==> src/rtl/pipeline_ctrl_pkg.sv <==
// Shared types for the pipeline stall/flush sequencer: FSM states, the
// mul/div watchdog counter width and the bundled stage-register controls.
package pipeline_ctrl_pkg;

    typedef enum logic [0:0] {
        RUN     = 1'b0,
        MD_BUSY = 1'b1
    } pctl_state_t;

    localparam int MD_CNT_W = 8;

    // Per-stage register controls (the PC hold is carried separately).
    typedef struct packed {
        logic if_id_freeze;
        logic if_id_flush;
        logic id_ex_freeze;
        logic id_ex_flush;
        logic ex_mem_freeze;
        logic ex_mem_flush;
        logic mem_wb_flush;
    } stage_ctrl_t;

    // A load in EX feeding a source of the instruction in ID; x0 never hazards.
    function automatic logic load_use_hazard(
        input logic       ex_mem_read,
        input logic [4:0] ex_rd,
        input logic [4:0] id_rs1,
        input logic [4:0] id_rs2
    );
        return ex_mem_read && (ex_rd != 5'd0) && ((ex_rd == id_rs1) || (ex_rd == id_rs2));
    endfunction

endpackage

==> src/rtl/pipeline_ctrl_event_counter.sv <==
// Free-running event counter that wraps modulo 2^W; cleared by synchronous reset.
module event_counter
    import pipeline_ctrl_pkg::*;
#(
    parameter int W = 32
) (
    input  logic         clk,
    input  logic         rst,
    input  logic         inc,
    output logic [W-1:0] count
);

    logic [W-1:0] count_q;
    logic [W-1:0] count_d;

    always_comb begin
        count_d = count_q;
        if (inc) begin
            count_d = count_q + {{(W-1){1'b0}}, 1'b1};
        end
    end

    always_ff @(posedge clk) begin
        if (rst) begin
            count_q <= '0;
        end else begin
            count_q <= count_d;
        end
    end

    assign count = count_q;

endmodule

==> src/rtl/pipeline_ctrl.sv <==
// Central stall/flush sequencer: merges mem wait, redirect, mul/div occupancy
// and load-use hazards into per-stage controls; owns the mul/div handshake.
module pipeline_ctrl
    import pipeline_ctrl_pkg::*;
#(
    parameter int MD_TIMEOUT = 64,
    parameter int CNT_W      = 32
) (
    input  logic             clk,
    input  logic             rst,
    input  logic             Mem_memAccess,
    input  logic             dmem_ready,
    input  logic             Ex_jump_or_branch,
    input  logic             Ex_muldiv,
    input  logic             md_done,
    input  logic             Ex_memRead,
    input  logic [4:0]       Ex_RegRd,
    input  logic [4:0]       ID_RegRs1,
    input  logic [4:0]       ID_RegRs2,
    output logic             pc_freeze,
    output logic             IF_ID_freeze,
    output logic             IF_ID_flush,
    output logic             ID_Ex_freeze,
    output logic             ID_Ex_flush,
    output logic             Ex_Mem_freeze,
    output logic             Ex_Mem_flush,
    output logic             Mem_Wb_flush,
    output logic             md_start,
    output logic             md_error,
    output logic [CNT_W-1:0] stall_cycles,
    output logic [CNT_W-1:0] flush_count
);

    localparam logic [MD_CNT_W-1:0] MD_TIMEOUT_C = MD_TIMEOUT[MD_CNT_W-1:0];

    pctl_state_t         state_q, state_d;
    logic [MD_CNT_W-1:0] md_cnt_q, md_cnt_d;
    logic                md_error_q, md_error_d;

    stage_ctrl_t ctrl;
    logic        pc_freeze_c;
    logic        md_start_c;
    logic        redirect_fire;
    logic        mem_wait;

    assign mem_wait = Mem_memAccess && !dmem_ready;

    always_comb begin
        ctrl          = '0;
        pc_freeze_c   = 1'b0;
        md_start_c    = 1'b0;
        redirect_fire = 1'b0;
        state_d       = state_q;
        md_cnt_d      = md_cnt_q;
        md_error_d    = md_error_q;

        // Reset forces every control low, even with a mul/div outstanding.
        if (!rst) begin
            unique case (state_q)
                RUN: begin
                    if (mem_wait) begin
                        pc_freeze_c        = 1'b1;
                        ctrl.if_id_freeze  = 1'b1;
                        ctrl.id_ex_freeze  = 1'b1;
                        ctrl.ex_mem_freeze = 1'b1;
                        ctrl.mem_wb_flush  = 1'b1;
                    end else if (Ex_jump_or_branch) begin
                        redirect_fire    = 1'b1;
                        ctrl.if_id_flush = 1'b1;
                        ctrl.id_ex_flush = 1'b1;
                    end else if (Ex_muldiv) begin
                        md_start_c        = 1'b1;
                        pc_freeze_c       = 1'b1;
                        ctrl.if_id_freeze = 1'b1;
                        ctrl.id_ex_freeze = 1'b1;
                        ctrl.ex_mem_flush = 1'b1;
                        state_d           = MD_BUSY;
                        md_cnt_d          = {{(MD_CNT_W-1){1'b0}}, 1'b1};
                    end else if (load_use_hazard(Ex_memRead, Ex_RegRd, ID_RegRs1, ID_RegRs2)) begin
                        pc_freeze_c       = 1'b1;
                        ctrl.if_id_freeze = 1'b1;
                        ctrl.id_ex_flush  = 1'b1;
                    end
                end
                MD_BUSY: begin
                    if (md_done) begin
                        state_d = RUN;
                    end else if (md_cnt_q < MD_TIMEOUT_C) begin
                        pc_freeze_c       = 1'b1;
                        ctrl.if_id_freeze = 1'b1;
                        ctrl.id_ex_freeze = 1'b1;
                        ctrl.ex_mem_flush = 1'b1;
                        md_cnt_d          = md_cnt_q + 1'b1;
                    end else begin
                        md_error_d = 1'b1;
                        state_d    = RUN;
                    end
                end
                default: state_d = RUN;
            endcase
        end
    end

    always_ff @(posedge clk) begin
        if (rst) begin
            state_q    <= RUN;
            md_cnt_q   <= '0;
            md_error_q <= 1'b0;
        end else begin
            state_q    <= state_d;
            md_cnt_q   <= md_cnt_d;
            md_error_q <= md_error_d;
        end
    end

    event_counter #(.W(CNT_W)) u_stall_cnt (
        .clk   (clk),
        .rst   (rst),
        .inc   (pc_freeze_c && !redirect_fire),
        .count (stall_cycles)
    );

    event_counter #(.W(CNT_W)) u_flush_cnt (
        .clk   (clk),
        .rst   (rst),
        .inc   (redirect_fire),
        .count (flush_count)
    );

    assign pc_freeze     = pc_freeze_c;
    assign IF_ID_freeze  = ctrl.if_id_freeze;
    assign IF_ID_flush   = ctrl.if_id_flush;
    assign ID_Ex_freeze  = ctrl.id_ex_freeze;
    assign ID_Ex_flush   = ctrl.id_ex_flush;
    assign Ex_Mem_freeze = ctrl.ex_mem_freeze;
    assign Ex_Mem_flush  = ctrl.ex_mem_flush;
    assign Mem_Wb_flush  = ctrl.mem_wb_flush;
    assign md_start      = md_start_c;
    assign md_error      = md_error_q;

endmodule

==> config.mk <==
export PLATFORM = sky130hd
export DESIGN_NAME = pipeline_ctrl
export DESIGN_NICKNAME = d
export VERILOG_FILES = /design/src/rtl/pipeline_ctrl_pkg.sv /design/src/rtl/pipeline_ctrl_event_counter.sv /design/src/rtl/pipeline_ctrl.sv
export SDC_FILE = /design/constraint.sdc
export NUM_CORES = 1
export LEC_CHECK = 0
export CORE_ASPECT_RATIO = 0.8
export CORE_MARGIN = 2
export CORE_UTILIZATION = 39
export CTS_BUF_LIST = sky130_fd_sc_hd__clkbuf_16
export CTS_CLUSTER_DIAMETER = 100
export DETAILED_ROUTE_END_ITERATION = 10
export HOLD_SLACK_MARGIN = 0.05
export PLACE_DENSITY = 0.67
export SLEW_MARGIN = 10
export SYNTH_ARGS = -nofsm -noshare
export SYNTH_HDL_FRONTEND = slang
export SYNTH_SLANG_ARGS = --single-unit
export TNS_END_PERCENT = 50
==> constraint.sdc <==
create_clock -name clk -period 3.3 [get_ports clk]
set_input_delay 0.33 -clock clk [delete_from_list [all_inputs] [get_ports clk]]
set_output_delay 0.33 -clock clk [all_outputs]
set_load 0.02 [all_outputs]
==> flow_metrics.tcl <==
set metrics [dict create \
    outcome "finished clean" \
    dp_slack_ns 0.459 \
    cts_resized 0 \
    first_iter_violations 196 \
    synth.area.top_cells "dfxtp_1, xor2_1, nor2_1" \
    die_h_um 90.4 \
    htreeDepth 3 \
    grt_pass1_wl_um 15400 \
    synth_seq_cells 74 \
    place.gp.congestion 0.729 \
    layout_common_cells "clkdlybuf4s50_1, dfxtp_1, nor2_1" \
    netlist_area_um2 3640 \
    antenna_found_initial 0 \
    hpwl_um 6600 \
    postCtsHoldBufs 0 \
    numCtsBuffers 9 \
    ir_worst_vdd_mv 0.198 \
    power.switching_mw 0.465 \
    p_int_mw 1.55 \
    vias 3469 \
    antenna_cells 0 \
    viasPerCell 5.43 \
    final_common_cell "clkdlybuf4s50_1" \
    avgSynthCellArea_um2 8.47 \
    holdCritStartpoint "rst" \
    grt_max_degree 63 \
    p_sw_share_pct 23.1 \
    worstSkewPairLatency_ns 0.33 \
    yosysTopAreaCell "dfxtp_1" \
    overflow 0 \
    yosysWarnings 0 \
    worstPathArrival_ns 2.51 \
    post-cts-setup-buffers 0 \
    core_region_area_um2 9080 \
    fin_setup_tns_ns 0 \
    cp-end-kind "output port" \
    timing.final.crit_share_pct 86.1 \
    pin_count 97 \
    path_clk_slew_ns 0.06 \
    rsz0062_at_grt "no" \
    p_leak_nw 1.63 \
    post_synth_inst_count 430 \
    first_pass_iters 5 \
    ys_seq_area_share_pct 40.7 \
    path_class "primary input to output port" \
    p_seq_share_pct 45.1 \
    syn2layout_area_growth_pct 36.3 \
    power_frac_comb_pct 7.4 \
    grt_usage_pct 18.1 \
    relSlewSlack_pct 64.5 \
    reg2reg_depth 6 \
    cts_tree "yes" \
    worst_setup_path_start_kind "primary input" \
    port_buffers 96 \
    worstMarginPinSlew_ns 0.528 \
    synthFlopType "dfxtp_1" \
    cap_violations 0 \
    min_period_ns 2.84 \
    holdPathEnd "state_q" \
    holdPathStages 3 \
    wl_um 9260 \
    skew_ns 0.00868 \
    cp.required_ns 2.97 \
    syn_nets 456 \
    synth.distinct_cells 44 \
    std_cell_rows 31 \
    setup_viol 0 \
    async_reset_ff_share_pct 0 \
    power-per-cell-area_nw_per_um2 406 \
    maxSlewViolCount 0 \
    r2r_end "u_stall_cnt.count[24]" \
    drc 0 \
    synth-edff-count 0 \
    worst_slack_ns 0.458 \
    regToRegSetupSlack_ns 1.08 \
    wire_per_inst_um 14.5 \
    synthDominantCellAreaShare_pct 40.7 \
    r2r-start "u_stall_cnt.count[4]" \
    crit_fanout 3 \
    root_buffer "clkbuf_16" \
    drive_above_1_share_pct 5.73 \
    grt_pass1_vias 3357 \
    die_w_um 112 \
    nets 546 \
    ant_nets 0 \
    fmax_mhz 352 \
    holdCritPathClass "primary input to register" \
    clock-sinks 74 \
    hold_viol 0 \
    initial_core_util_pct 40.1 \
    clock_path_buffers 2 \
    die_area_um2 10100 \
    p_clk_share_pct 47.5 \
]
## worst max-delay path by stage
stage,start,endpoint,slack (ns),depth (start not counted)
after floorplan,Ex_RegRd[1],pc_freeze,1.01,8
final,Ex_RegRd[3],IF_ID_freeze,0.46,7
after detailed placement,Ex_RegRd[3],IF_ID_freeze,0.46,7
after global placement,Ex_RegRd[3],pc_freeze,0.48,7
after CTS,Ex_RegRd[3],IF_ID_freeze,0.45,7
after global routing,Ex_RegRd[2],IF_ID_freeze,0.36,7
## Yosys cell counts (2+ instances only)
cell type,n
a21oi_1,36
and3_1,10
and4_1,7
buf_1,3
buf_2,2
buf_4,2
buf_6,4
clkbuf_1,11
dfxtp_1,74
ha_1,3
inv_1,8
mux2i_1,2
nand2_1,25
nand2b_1,3
nand3_1,24
nand4_1,15
nor2_1,54
nor2b_1,2
nor3_1,10
nor4_1,2
o21ai_0,12
o31ai_1,24
or2_2,2
or3_1,12
or4_1,24
xnor2_1,14
xor2_1,28
## area by class of cell
cell class | count | area (um^2)
clock buffer | 9 | 225
clock inverter | 6 | 67.6
fill | 858 | 4110
inverter | 8 | 30.0
multi-input combinational | 326 | 2010
sequential | 74 | 1480
tap | 115 | 144
timing repair buffer | 101 | 1010
## kinds of logic (layout without fill, tap and decap cells)
logic type,Yosys count,after routing,share of synthesized area (%)
and+or+nand+nor,200,200,30.2
muxes,2,2,0.550
xor gates and xnor gates,42,42,10.1
buffers and inverters,30,124,4.19
adders and majority gates,3,3,1.03
AOI/OAI and AO/OA,79,79,13.2
DFF,74,74,40.7
## power by group through the flow
stage                     clock [mW]  sequential, mW  combinational (mW)
after floorplan                    0           0.930              0.0835
after CTS                      0.988           0.907               0.150
final                          0.957           0.908               0.149
after global routing            1.02           0.908               0.163
after detailed placement           0           0.927               0.150
after global placement             0           0.927               0.147
## per-layer routing
| layer | wire length [um] | global-route usage, % |
|---|---|---|
| met1 | 4240 | 23.1 |
| met2 | 4380 | 30.4 |
| met3 | 545 | 5.70 |
| met4 | 84 | 3.76 |
| met5 | 0 | 0 |
## registers in the layout, summed over array words and instances, names as in the netlist
register and flops:
state_q 1, md_error 1, md_cnt_q 8, u_flush_cnt.count 32
u_stall_cnt.count 32
## critical path: stages
cell and delay (ns):
clkdlybuf4s50_1 0.46, xor2_1 0.19, nor3_1 0.20, a22oi_1 0.11, o41a_2 0.50, inv_1 0.11, clkdlybuf4s50_1 0.61
## through the flow
step	instance area (um^2)	hold slack (ns)	power, mW	util, %	std cells
finish	4960	0.389	2.01	54.7	639
global route	4960	0.400	2.10	54.7	639
CTS	4960	0.376	2.05	54.7	639
detailed placement	4670	0.464	1.08	51.4	624
global placement	4670	0.448	1.07	51.4	624
floorplan	3640	0.435	1.01	-	430
Power figures use the tool's default switching activity.
